--- src/rtl/ex_div_unit.sv ---
// Iterative RV32M divider (DIV/DIVU/REM/REMU) for the EX stage.
// Radix-2 restoring, one quotient bit per cycle, with a stall output for the hazard unit.
module ex_div_unit #(
  parameter int XLEN = 32,
  parameter int CNTW = 6
) (
  input  logic            clk,
  input  logic            rstn,
  input  logic            start,
  input  logic            kill,
  input  logic [1:0]      op,
  input  logic [XLEN-1:0] sr1,
  input  logic [XLEN-1:0] sr2,
  input  logic [4:0]      dr_in,
  output logic            busy,
  output logic            done,
  output logic            stall,
  output logic [XLEN-1:0] result,
  output logic [4:0]      dr_out
);

  typedef enum logic [1:0] {
    IDLE = 2'd0,
    CALC = 2'd1,
    DONE = 2'd2
  } state_t;

  state_t            r_state;
  state_t            w_state_nxt;
  logic [1:0]        r_op;
  logic              r_sa;
  logic              r_sb;
  logic [XLEN-1:0]   r_rem;
  logic [XLEN-1:0]   r_quo;
  logic [XLEN-1:0]   r_dvs;
  logic [CNTW-1:0]   r_cnt;
  logic [4:0]        r_dr;

  logic              w_accept;
  logic              w_signed;
  logic              w_div0;
  logic              w_ovf;
  logic              w_special;
  logic [XLEN-1:0]   w_spec_res;
  logic [XLEN-1:0]   w_r_sh;
  logic [XLEN:0]     w_t;
  logic [XLEN-1:0]   w_rem_nxt;
  logic [XLEN-1:0]   w_quo_nxt;
  logic              w_last;
  logic [XLEN-1:0]   w_fix_res;

  function automatic logic [XLEN-1:0] f_neg(input logic [XLEN-1:0] v);
    return '0 - v;
  endfunction

  function automatic logic [XLEN-1:0] f_abs(input logic [XLEN-1:0] v, input logic is_signed);
    return (is_signed && v[XLEN-1]) ? f_neg(v) : v;
  endfunction

  assign w_signed  = ~op[0];
  assign w_div0    = (sr2 == '0);
  assign w_ovf     = w_signed && (sr1 == {1'b1, {(XLEN-1){1'b0}}}) && (sr2 == '1);
  assign w_special = w_div0 | w_ovf;

  // Divide-by-zero wins over overflow; overflow quotient is sr1 itself (the most negative value).
  always_comb begin
    w_spec_res = '0;
    if (w_div0) w_spec_res = op[1] ? sr1 : '1;
    else        w_spec_res = op[1] ? '0 : sr1;
  end

  assign w_r_sh    = {r_rem[XLEN-2:0], r_quo[XLEN-1]};
  assign w_t       = {1'b0, w_r_sh} - {1'b0, r_dvs};
  assign w_rem_nxt = w_t[XLEN] ? w_r_sh : w_t[XLEN-1:0];
  assign w_quo_nxt = {r_quo[XLEN-2:0], ~w_t[XLEN]};
  assign w_last    = (r_cnt == CNTW'(XLEN-1));

  // Quotient sign follows sa^sb, remainder sign follows the dividend.
  always_comb begin
    w_fix_res = '0;
    if (r_op[1]) w_fix_res = r_sa ? f_neg(w_rem_nxt) : w_rem_nxt;
    else         w_fix_res = (r_sa ^ r_sb) ? f_neg(w_quo_nxt) : w_quo_nxt;
  end

  always_comb begin
    w_state_nxt = r_state;
    w_accept    = 1'b0;
    busy        = 1'b0;
    done        = 1'b0;
    stall       = 1'b0;
    case (r_state)
      IDLE, DONE: begin
        done        = (r_state == DONE);
        w_accept    = start & ~kill;
        w_state_nxt = w_accept ? (w_special ? DONE : CALC) : IDLE;
      end
      CALC: begin
        busy = 1'b1;
        if (kill)        w_state_nxt = IDLE;
        else if (w_last) w_state_nxt = DONE;
      end
      default: w_state_nxt = IDLE;
    endcase
    stall = w_accept | busy;
  end

  always_ff @(posedge clk or negedge rstn) begin
    if (!rstn) begin
      r_state <= IDLE;
      r_op    <= '0;
      r_sa    <= 1'b0;
      r_sb    <= 1'b0;
      r_rem   <= '0;
      r_quo   <= '0;
      r_dvs   <= '0;
      r_cnt   <= '0;
      r_dr    <= '0;
      result  <= '0;
      dr_out  <= '0;
    end else begin
      r_state <= w_state_nxt;
      if (w_accept) begin
        r_op  <= op;
        r_sa  <= w_signed & sr1[XLEN-1];
        r_sb  <= w_signed & sr2[XLEN-1];
        r_quo <= f_abs(sr1, w_signed);
        r_dvs <= f_abs(sr2, w_signed);
        r_rem <= '0;
        r_cnt <= '0;
        r_dr  <= dr_in;
        if (w_special) begin
          result <= w_spec_res;
          dr_out <= dr_in;
        end
      end else if (r_state == CALC && !kill) begin
        r_rem <= w_rem_nxt;
        r_quo <= w_quo_nxt;
        r_cnt <= r_cnt + CNTW'(1);
        if (w_last) begin
          result <= w_fix_res;
          dr_out <= r_dr;
        end
      end
    end
  end

endmodule

--- config.mk ---
export PLATFORM = sky130hd
export DESIGN_NAME = ex_div_unit
export DESIGN_NICKNAME = d
export VERILOG_FILES = /design/src/rtl/ex_div_unit.sv
export SDC_FILE = /design/constraint.sdc
export NUM_CORES = 1
export LEC_CHECK = 0
export ABC_AREA = 1
export ABC_CLOCK_PERIOD_IN_PS = 10250
export CAP_MARGIN = 10
export CORE_MARGIN = 2
export CORE_UTILIZATION = 50
export DETAILED_ROUTE_END_ITERATION = 12
export PLACE_DENSITY = 0.67
export SETUP_SLACK_MARGIN = 0.5
export SLEW_MARGIN = 20
export SYNTH_ARGS = -nofsm -noshare
export SYNTH_HDL_FRONTEND = slang
export SYNTH_SLANG_ARGS = --single-unit
--- constraint.sdc ---
create_clock -name clk -period 10.25 [get_ports clk]
set_input_delay 2.5625 -clock clk [delete_from_list [all_inputs] [get_ports clk]]
set_output_delay 2.5625 -clock clk [all_outputs]
set_load 0.005 [all_outputs]
==> results of run 1 <==
## cells in the mapped netlist (all sizes together), types with 32 or more instances
cell and count:
nand2 658, clkbuf 48, o21ai 206, nor2 173, buf 32, inv 319, nand3 153, ha 38
xor2 52, nor3 41, a21oi 124, dfrtp 148
## cell type report
class / instances / area [um^2] / area share
multi-input combinational: 1600 / 8160 / 0.533
sequential: 148 / 3700 / 0.242
timing repair buffer: 127 / 1240 / 0.0813
inverter: 322 / 1210 / 0.0790
clock buffer: 19 / 453 / 0.0296
tap: 341 / 427 / 0.0279
clock inverter: 13 / 111 / 0.00728
## critical path: stages
cell	delay, ns
clkdlybuf4s50_1	0.42
inv_1	0.10
nand3_4	0.60
nand2_1	0.23
clkdlybuf4s50_1	0.53
## worst max-delay path by stage
stage,startpoint,endpoint,depth (start not counted)
finish,kill,stall,5
floorplan,kill,stall,6
CTS,start,stall,4
detailed placement,start,stall,4
global route,start,stall,4
global placement,kill,stall,5
## power by group through the flow
stage               combinational [mW]  sequential, mW  clock, mW
CTS                               3.20           0.942      0.637
detailed placement                3.18           0.947          0
finish                            3.24           0.945      0.631
floorplan                         2.37           0.895          0
global placement                  3.15           0.946          0
global route                      3.63           0.966      0.661
## routing by layer
metal / GRT usage / part of all wire / vias to the layer above
met1: 0.476 / 0.48 / 6616
met2: 0.481 / 0.43 / 534
met5: 0 / 0 / -
li1: - / - / 7073
met4: 0.0866 / 0.022 / 0
met3: 0.0489 / 0.074 / 63
## cells in the final DEF (no fill, tap or decap), types with 12 or more instances in the layout
master           count
o22ai_1             27
a21oi_1            117
nor2_1             159
clkbuf_16           17
nand4_1             29
buf_4               12
or2_2               15
nand2_1            623
xor2_1              52
ha_1                38
inv_1              305
dfrtp_1            148
o21ai_0            188
clkdlybuf4s50_1    113
inv_2               14
o21ai_1             14
nor3_1              37
nand3_1            139
nand2_2             28
## through the flow
stage / worst slack, ns / area [um^2]
2_1_floorplan: 4.04 / 13500
4_1_cts: 3.21 / 15300
6_report: 3.25 / 15300
5_1_grt: 3.05 / 15300
3_5_place_dp: 3.22 / 14700
3_3_place_gp: 3.21 / 14700
## state kept, by name (all words and copies together) (netlist names)
signal	flops
r_sb	1
r_quo	32
r_cnt	6
r_state	2
r_rem	31
dr_out	5
r_op	1
r_dr	5
r_dvs	32
r_sa	1
result	32
## kinds of logic after synthesis
group,share of synthesized area
buffers and inverters,0.120
DFF,0.275
AOI/OAI and AO/OA,0.172
xor gates and xnor gates,0.0410
adders and majority gates,0.0376
and+or+nand+nor,0.355
==> qor.csv, run 1 <==
stage,metric,value,unit
cts,Max clock buf depth,2,
power_and_ir_drop,total power,4.82,mW
route,Routed WL,44.8,mm
synthesis,"FF+latch count, synth",148,
route,drt wl/cell,17.4,um
route,vias per inst,5.56,
worst_setup_path,worst r2r src,r_dvs[27]$_DFFE_PN0P_,
route,drt initial violations,1430,
floorplanning,initial core utilization,0.505,
power_and_ir_drop,switch share,0.544,
layout,fin util,0.574,
cts,hold_buf cts,0,
synthesis,Post-Synthesis Cells,2150,
placement,gpl congestion,0.987,
global_route,vias in the first global route,13200,
worst_setup_path,flop2flop setup slack,4.62,ns
route,ANT nets after route,0,
synthesis,Post-synth EDFFs,0,
synthesis,area share of the leading cell type in the synthesized netlist,0.275,
floorplanning,DIE WIDTH,168,um
power_and_ir_drop,Internal Power,2.19,mW
cts,clk sink count,148,
hold_path,hold path depth,2,
cts,PostCTS Resize Cnt,0,
status,status,"finished, final reports clean",
hold_path,HP Class,flip-flop to flip-flop,
global_route,total grt overflow,0,
synthesis,Mapped Nets,2264,
worst_setup_path,Crit Path Max Fanout,82,
worst_setup_path,r2r endpoint,result[22]$_DFFE_PN0P_,
sta,"Slew Viols, Final",0,
cts,Clock transition at path regs,0.07,ns
global_route,first-pass GRT wire length,71.1,mm
sta,f_max,0.143,GHz
layout,layout cells sized above 1,0.0695,
cts,CTS Buf Count,17,
sta,setup_tns,0,ns
layout,area grow syn2layout,13.8,%
floorplanning,number of top-level pins,115,
power_and_ir_drop,power per cell area,315,nW/um^2
hold_path,Hold Path End,r_dr[2]$_DFFE_PN0P_,
synthesis,post-synthesis average cell area,6.26,um^2
synthesis,top post-synthesis cells by area,"dfrtp_1 (28%), nand2_1 (17%), inv_1 (8.5%)",
sta,Rel. slew slack,0.428,
cts,TritonCTS clock tree,done,
sta,Hold WS,0.478,ns
synthesis,cell area after synthesis,13500,um^2
power_and_ir_drop,NetSw,2.62,mW
sta,Tmin final,7.00,ns
global_route,largest net degree at the start of global routing,83,
power_and_ir_drop,clock share of power,0.131,
sta,unrepaired setup endpoints after global routing,false,
sta,worst-margin pin slew,0.852,ns
global_route,initial antenna violation count,1,
route,Post-route DRC,0,
floorplanning,row cnt,60,
global_route,total track usage,0.320,
cts,H-Tree Depth,4,
route,routed vias,14300,
cts,setup bufs post-CTS,0,
power_and_ir_drop,VDD IR max,0.157,mV
floorplanning,Die Ht,168,um
sta,# setup viols final,0,
sta,final setup skew,0.0216,ns
layout,non-filler instance count after layout,2570,
placement,IO Port Bufs,114,
synthesis,register area share after synthesis,0.275,
worst_setup_path,CP required,7.69,ns
synthesis,Synth cell types,61,
worst_setup_path,Critical Path Sink Type,output pin,
layout,antenna cell count,0,
synthesis,fraction of registers with async set/reset,1.00,
synthesis,most used flip-flop cell after synthesis,dfrtp_1,
job,Max Cap Viol,0,
power_and_ir_drop,part of the power in registers,0.196,
cts,worst-skew pair later-pin latency,0.45,ns
worst_setup_path,Startpoint Class,input pin,
route,Initial DRT Pass Iterations,6,
worst_setup_path,Worst EP arrival,4.44,ns
power_and_ir_drop,Logic pwr share,0.673,
placement,placed cell count,2538,
synthesis,biggest area consumer among synthesized cells,dfrtp_1,
cts,CTS root buffer,clkbuf_16,
floorplanning,Core Area,26700,um^2
layout,filler instances,2684,
worst_setup_path,critical path class,input pin to output pin,
hold_path,Worst Hold Launch,r_dr[2]$_DFFE_PN0P_,
synthesis,Synth Warn #,0,
sta,final hold vios,0,
power_and_ir_drop,Leakage,7.76,nW
worst_setup_path,cells on worst reg2reg path,26,
layout,fin nets,2330,
placement,HPWL after DPL,34.2,mm
sta,fin crit share,0.683,
floorplanning,Die ar.,28200,um^2
Note: power is estimated with default switching activity, not from simulation.
==> run 2, diff against run 1 <==
ABC_CLOCK_PERIOD_IN_PS = 7000   (was 10250)
clock period = 7 ns   (was 10.25 ns; I/O delays follow)
==> qor.csv, run 2 (synthesized netlist as in run 1, its figures left out) <==
stage,metric,value,unit
status,status,"finished, final reports clean",
layout,fin util,0.577,
worst_setup_path,Critical Path Slowest Stage Cell,dfrtp_1,
sta,"Slew Viols, Final",0,
worst_setup_path,cells on worst reg2reg path,30,
worst_setup_path,Critical Path Sink Type,flip-flop,
floorplanning,Die Ht,168,um
cts,CTS Buf Count,17,
layout,antenna cell count,0,
layout,fin nets,2336,
global_route,initial antenna violation count,0,
placement,IO Port Bufs,114,
worst_setup_path,Slowest Stage Delay on Critical Path,0.43,ns
power_and_ir_drop,power per cell area,466,nW/um^2
sta,worst-margin pin slew,1.06,ns
cts,setup bufs post-CTS,0,
sta,setup_tns,0,ns
cts,TritonCTS clock tree,done,
route,Initial DRT Pass Iterations,6,
cts,hold_buf cts,0,
hold_path,hold path depth,2,
sta,Tmin final,4.91,ns
placement,gpl congestion,0.957,
sta,unrepaired setup endpoints after global routing,false,
route,drt wl/cell,17.8,um
hold_path,Hold Path End,r_dr[2]$_DFFE_PN0P_,
floorplanning,initial core utilization,0.505,
sta,Rel. slew slack,0.286,
floorplanning,number of top-level pins,115,
cts,H-Tree Depth,4,
layout,top flop regs,"r_dvs: 32 flops, r_quo: 32 flops, result: 32 flops",
worst_setup_path,Startpoint Class,flip-flop,
global_route,largest net degree at the start of global routing,88,
worst_setup_path,critical path class,flip-flop to flip-flop,
layout,layout cells sized above 1,0.0716,
worst_setup_path,Crit Path Max Fanout,20,
floorplanning,Core Area,26700,um^2
cts,CTS root buffer,clkbuf_16,
job,Max Cap Viol,0,
sta,f_max,0.204,GHz
floorplanning,DIE WIDTH,168,um
route,routed vias,14400,
cts,PostCTS Resize Cnt,0,
floorplanning,Die ar.,28200,um^2
worst_setup_path,Worst EP arrival,5.29,ns
sta,final setup skew,0.0193,ns
hold_path,Worst Hold Launch,r_dr[2]$_DFFE_PN0P_,
route,Post-route DRC,0,
global_route,vias in the first global route,13200,
placement,HPWL after DPL,35.1,mm
global_route,first-pass GRT wire length,72.8,mm
floorplanning,row cnt,60,
cts,clk sink count,148,
route,vias per inst,5.60,
layout,area grow syn2layout,14.3,%
sta,final hold vios,0,
power_and_ir_drop,Leakage,7.80,nW
global_route,total track usage,0.327,
sta,fin crit share,0.702,
worst_setup_path,Critical Path Start,r_quo[31]$_DFFE_PN0P_,
layout,"commonest non-fill, non-tap cell in the layout",nand2_1,
hold_path,HP Class,flip-flop to flip-flop,
worst_setup_path,worst r2r src,r_quo[31]$_DFFE_PN0P_,
route,drt initial violations,1548,
worst_setup_path,flop2flop setup slack,2.09,ns
cts,Max clock buf depth,2,
worst_setup_path,r2r endpoint,result[30]$_DFFE_PN0P_,
route,ANT nets after route,0,
cts,Clock transition at path regs,0.08,ns
layout,"commonest non-fill, non-tap cells in the layout","nand2_1 (623), inv_1 (305), o21ai_0 (188)",
sta,# setup viols final,0,
global_route,total grt overflow,0,
worst_setup_path,"most used cell, CP",nand2_1,
route,Routed WL,45.8,mm
power_and_ir_drop,VDD IR max,0.276,mV
cts,worst-skew pair later-pin latency,0.45,ns
worst_setup_path,CP required,7.38,ns
[run 2: cell count changes in the layout (fill, tap and decap cells not counted), moves of 2 or more]
cell,delta
bufinv_16,+2
buf_4,+7
clkinv_4,+2
clkbuf_8,-2
[run 2: worst max-delay path by stage]
stage | endpoint | slack, ns | depth (start not counted)
5_1_grt | result[30]$_DFFE_PN0P_ | 1.61 | 30
2_1_floorplan | stall | 2.42 | 6
3_5_place_dp | result[15]$_DFFE_PN0P_ | 1.64 | 19
3_3_place_gp | result[15]$_DFFE_PN0P_ | 1.79 | 19
4_1_cts | result[15]$_DFFE_PN0P_ | 2.11 | 19
6_report | result[30]$_DFFE_PN0P_ | 2.09 | 30
[run 2: through the flow]
| step | setup WS (ns) | instance area (um^2) | hold WS (ns) | power (mW) | cells |
|---|---|---|---|---|---|
| after CTS | 2.11 | 15400 | 0.491 | 7.11 | 2576 |
| after floorplan | 2.42 | 13500 | 0.445 | 4.78 | 2150 |
| after global placement | 1.79 | 14800 | 0.465 | 6.07 | 2544 |
| after detailed placement | 1.64 | 14800 | 0.471 | 6.11 | 2544 |
| final | 2.09 | 15400 | 0.483 | 7.16 | 2576 |
| after global routing | 1.61 | 15400 | 0.504 | 7.80 | 2576 |
[run 2: power breakdown]
| group | internal, mW | switching, mW |
|---|---|---|
| logic | 1.60 | 3.21 |
| clock network | 0.538 | 0.438 |
| registers | 1.14 | 0.238 |
[run 2: per-layer routing]
metal,track usage,up-vias,routed length [um],part of all wire
met4,0.0941,0,1090,0.024
met3,0.0498,73,3600,0.079
met2,0.498,609,19700,0.43
li1,-,7083,-,-
met5,0,-,0,0
met1,0.481,6649,21400,0.47
[run 2: cell type report]
cell class              instances  area [um^2]
inverters                     322         1210
fillers                      2657        11300
multi-input cells            1600         8160
well taps                     341          427
clock buffers                  18          429
clock inverters                14          165
flip-flops and latches        148         3700
repair buffers                133         1280
[run 2: worst max-delay path, delay by kind of cell (launching register included)]
| kind | cells | cell delay, ns |
|---|---|---|
| flip-flops | 1 | 0.43 |
| AO/OA/AOI/OAI | 2 | 0.30 |
| AND/OR/NAND/NOR | 22 | 2.81 |
| buffers and inverters | 3 | 0.56 |
| adder cells (fa/ha/maj) | 3 | 0.72 |
==> run 3, diff against run 2 <==
ABC_CLOCK_PERIOD_IN_PS = 4450   (was 7000)
PLACE_DENSITY = 0.7   (was 0.67)
clock period = 4.45 ns   (was 7 ns; I/O delays follow)
==> qor.csv, run 3 (synthesized netlist as in run 1, its figures left out) <==
stage,metric,value,unit
global_route,total track usage,0.346,
layout,area grow syn2layout,19.8,%
sta,worst-margin pin slew,0.912,ns
route,DR top layer,met4,
sta,setup_tns,0,ns
status,status,"finished, final reports clean",
job,Max Cap Viol,0,
cts,TritonCTS clock tree,done,
sta,fin crit share,0.863,
route,Initial DRT Pass Iterations,7,
hold_path,HP Class,flip-flop to flip-flop,
floorplanning,row cnt,60,
route,met3 routed WL,4.91,mm
cts,CTS Buf Count,17,
power_and_ir_drop,switch share,0.537,
power_and_ir_drop,power per cell area,749,nW/um^2
power_and_ir_drop,Leakage,7.98,nW
cts,hold_buf cts,0,
global_route,vias in the first global route,13500,
cts,clk sink count,148,
cts,CTS root buffer,clkbuf_16,
sta,Tmin final,3.84,ns
floorplanning,number of top-level pins,115,
power_and_ir_drop,Logic pwr share,0.688,
layout,filler instances,2633,
worst_setup_path,Startpoint Class,flip-flop,
route,vias per inst,5.70,
sta,final hold vios,0,
global_route,total grt overflow,0,
route,drt initial violations,1779,
floorplanning,initial core utilization,0.505,
route,Routed WL,49.5,mm
route,ANT nets after route,0,
worst_setup_path,CP bufs+invs,2,
cts,worst-skew pair later-pin latency,0.44,ns
worst_setup_path,flop2flop setup slack,0.61,ns
route,routed wl met2,21.1,mm
global_route,initial antenna violation count,2,
worst_setup_path,Crit Path Max Fanout,24,
route,drt wl/cell,19.0,um
worst_setup_path,worst r2r src,r_dvs[0]$_DFFE_PN0P_,
layout,"commonest non-fill, non-tap cells in the layout","nand2_1 (612), inv_1 (300), o21ai_0 (187)",
layout,top flop regs,"r_dvs: 32 flops, r_quo: 32 flops, result: 32 flops",
layout,"commonest non-fill, non-tap cell in the layout",nand2_1,
worst_setup_path,Critical Path Start,r_dvs[0]$_DFFE_PN0P_,
route,Post-route DRC,0,
worst_setup_path,"most used cell, CP",nand2_2,
placement,DP Area,15000,um^2
floorplanning,Die ar.,28200,um^2
worst_setup_path,critical path class,flip-flop to flip-flop,
power_and_ir_drop,NetSw,6.48,mW
worst_setup_path,Crit path max-delay family,simple AND/OR/NAND/NOR gates,
power_and_ir_drop,Internal Power,5.58,mW
layout,multi-input logic area,8600,um^2
global_route,first-pass GRT wire length,75.8,mm
floorplanning,DIE WIDTH,168,um
sta,"Slew Viols, Final",0,
power_and_ir_drop,part of the power in registers,0.183,
worst_setup_path,Critical Path Slowest Stage Cell,dfrtp_1,
layout,final design instance area without fill,16100,um^2
power_and_ir_drop,clock share of power,0.128,
sta,Rel. slew slack,0.386,
layout,antenna cell count,0,
layout,Sequential Area,3700,um^2
cts,Max clock buf depth,2,
cts,H-Tree Depth,4,
worst_setup_path,cells on worst reg2reg path,25,
layout,fin nets,2361,
worst_setup_path,r2r endpoint,result[26]$_DFFE_PN0P_,
placement,gpl congestion,0.996,
placement,IO Port Bufs,114,
global_route,largest net degree at the start of global routing,146,
route,met1 wire length,22.4,mm
worst_setup_path,CP required,4.83,ns
cts,Clock transition at path regs,0.07,ns
placement,HPWL after DPL,37.4,mm
worst_setup_path,Critical Path End,result[26]$_DFFE_PN0P_,
sta,final setup skew,0.0154,ns
worst_setup_path,Levels on crit path,25,
sta,f_max,0.261,GHz
worst_setup_path,Worst EP arrival,4.21,ns
floorplanning,Die Ht,168,um
worst_setup_path,Critical Path Sink Type,flip-flop,
power_and_ir_drop,VDD IR max,0.436,mV
layout,layout cells sized above 1,0.112,
layout,non-filler instance count after layout,2601,
sta,# setup viols final,0,
sta,unrepaired setup endpoints after global routing,true,
placement,placed cell count,2561,
worst_setup_path,Slowest Stage Delay on Critical Path,0.43,ns
floorplanning,Core Area,26700,um^2
route,routed vias,14800,
==> run 3: cell types whose count changed in the layout (fill, tap and decap cells not counted), moves of 5 or more <==
| cell | delta |
|---|---|
| ha_1 | -20 |
| buf_4 | +18 |
| ha_4 | +16 |
| nand2_1 | -11 |
| nand2_2 | +10 |
| nor2_1 | -7 |
| nor3_1 | -6 |
| inv_1 | -5 |
| nand3_1 | -5 |
==> run 3: final cells by class <==
class,instances,area share
Multi-Input combinational cell,1600,0.534
Sequential cell,148,0.230
Timing Repair Buffer,158,0.0970
Inverter,322,0.0752
Clock buffer,18,0.0273
Tap cell,341,0.0265
Clock inverter,14,0.0102
==> run 3: repair_timing <==
action	CTS	global route
gates resized for setup	4	88
setup endpoints to repair	8	33
cloned	1	0
pin swaps	0	20
buffers inserted	0	7
==> run 3: stage by stage <==
stage	utilization	total power, mW	worst slack [ns]	hold slack (ns)
global placement	0.561	9.74	0.0700	0.460
detailed placement	0.561	9.78	0.0371	0.463
finish	0.605	12.1	0.611	0.481
floorplan	-	7.52	0.730	0.445
global route	0.605	13.0	0.412	0.500
CTS	0.586	11.5	0.489	0.484
==> run 3: worst register-to-register path: cells and delay by family, from the launching register on <==
family / cells / cell delay, ns
simple gates: 18 / 1.94
fa+ha+maj: 3 / 0.78
flops: 1 / 0.43
compound gates: 2 / 0.31
buf+inv: 2 / 0.29
==> run 3: power by group through the flow <==
| stage | sequential (mW) | clock (mW) | combinational, mW |
|---|---|---|---|
| 4_1_cts | 2.17 | 1.55 | 7.75 |
| 3_5_place_dp | 2.18 | 0 | 7.60 |
| 3_3_place_gp | 2.18 | 0 | 7.57 |
| 5_1_grt | 2.26 | 1.61 | 9.15 |
| 6_report | 2.21 | 1.55 | 8.30 |
| 2_1_floorplan | 2.06 | 0 | 5.46 |
==> run 3: how the worst min path moves through the flow <==
stage / endpoint / depth (start not counted) / slack, ns / startpoint
4_1_cts: r_dr[0]$_DFFE_PN0P_ / 2 / 0.48 / r_dr[0]$_DFFE_PN0P_
2_1_floorplan: r_dr[0]$_DFFE_PN0P_ / 2 / 0.44 / r_dr[0]$_DFFE_PN0P_
6_report: r_dr[0]$_DFFE_PN0P_ / 2 / 0.48 / r_dr[0]$_DFFE_PN0P_
3_5_place_dp: r_dr[0]$_DFFE_PN0P_ / 2 / 0.46 / r_dr[0]$_DFFE_PN0P_
5_1_grt: r_dr[3]$_DFFE_PN0P_ / 2 / 0.50 / r_dr[3]$_DFFE_PN0P_
3_3_place_gp: r_dr[4]$_DFFE_PN0P_ / 2 / 0.46 / r_dr[4]$_DFFE_PN0P_
==> run 3: layer usage <==
| layer | up-vias | global-route usage |
|---|---|---|
| met5 | - | 0 |
| met4 | 0 | 0.101 |
| met3 | 73 | 0.0865 |
| met2 | 711 | 0.505 |
| met1 | 6934 | 0.506 |
| li1 | 7116 | - |
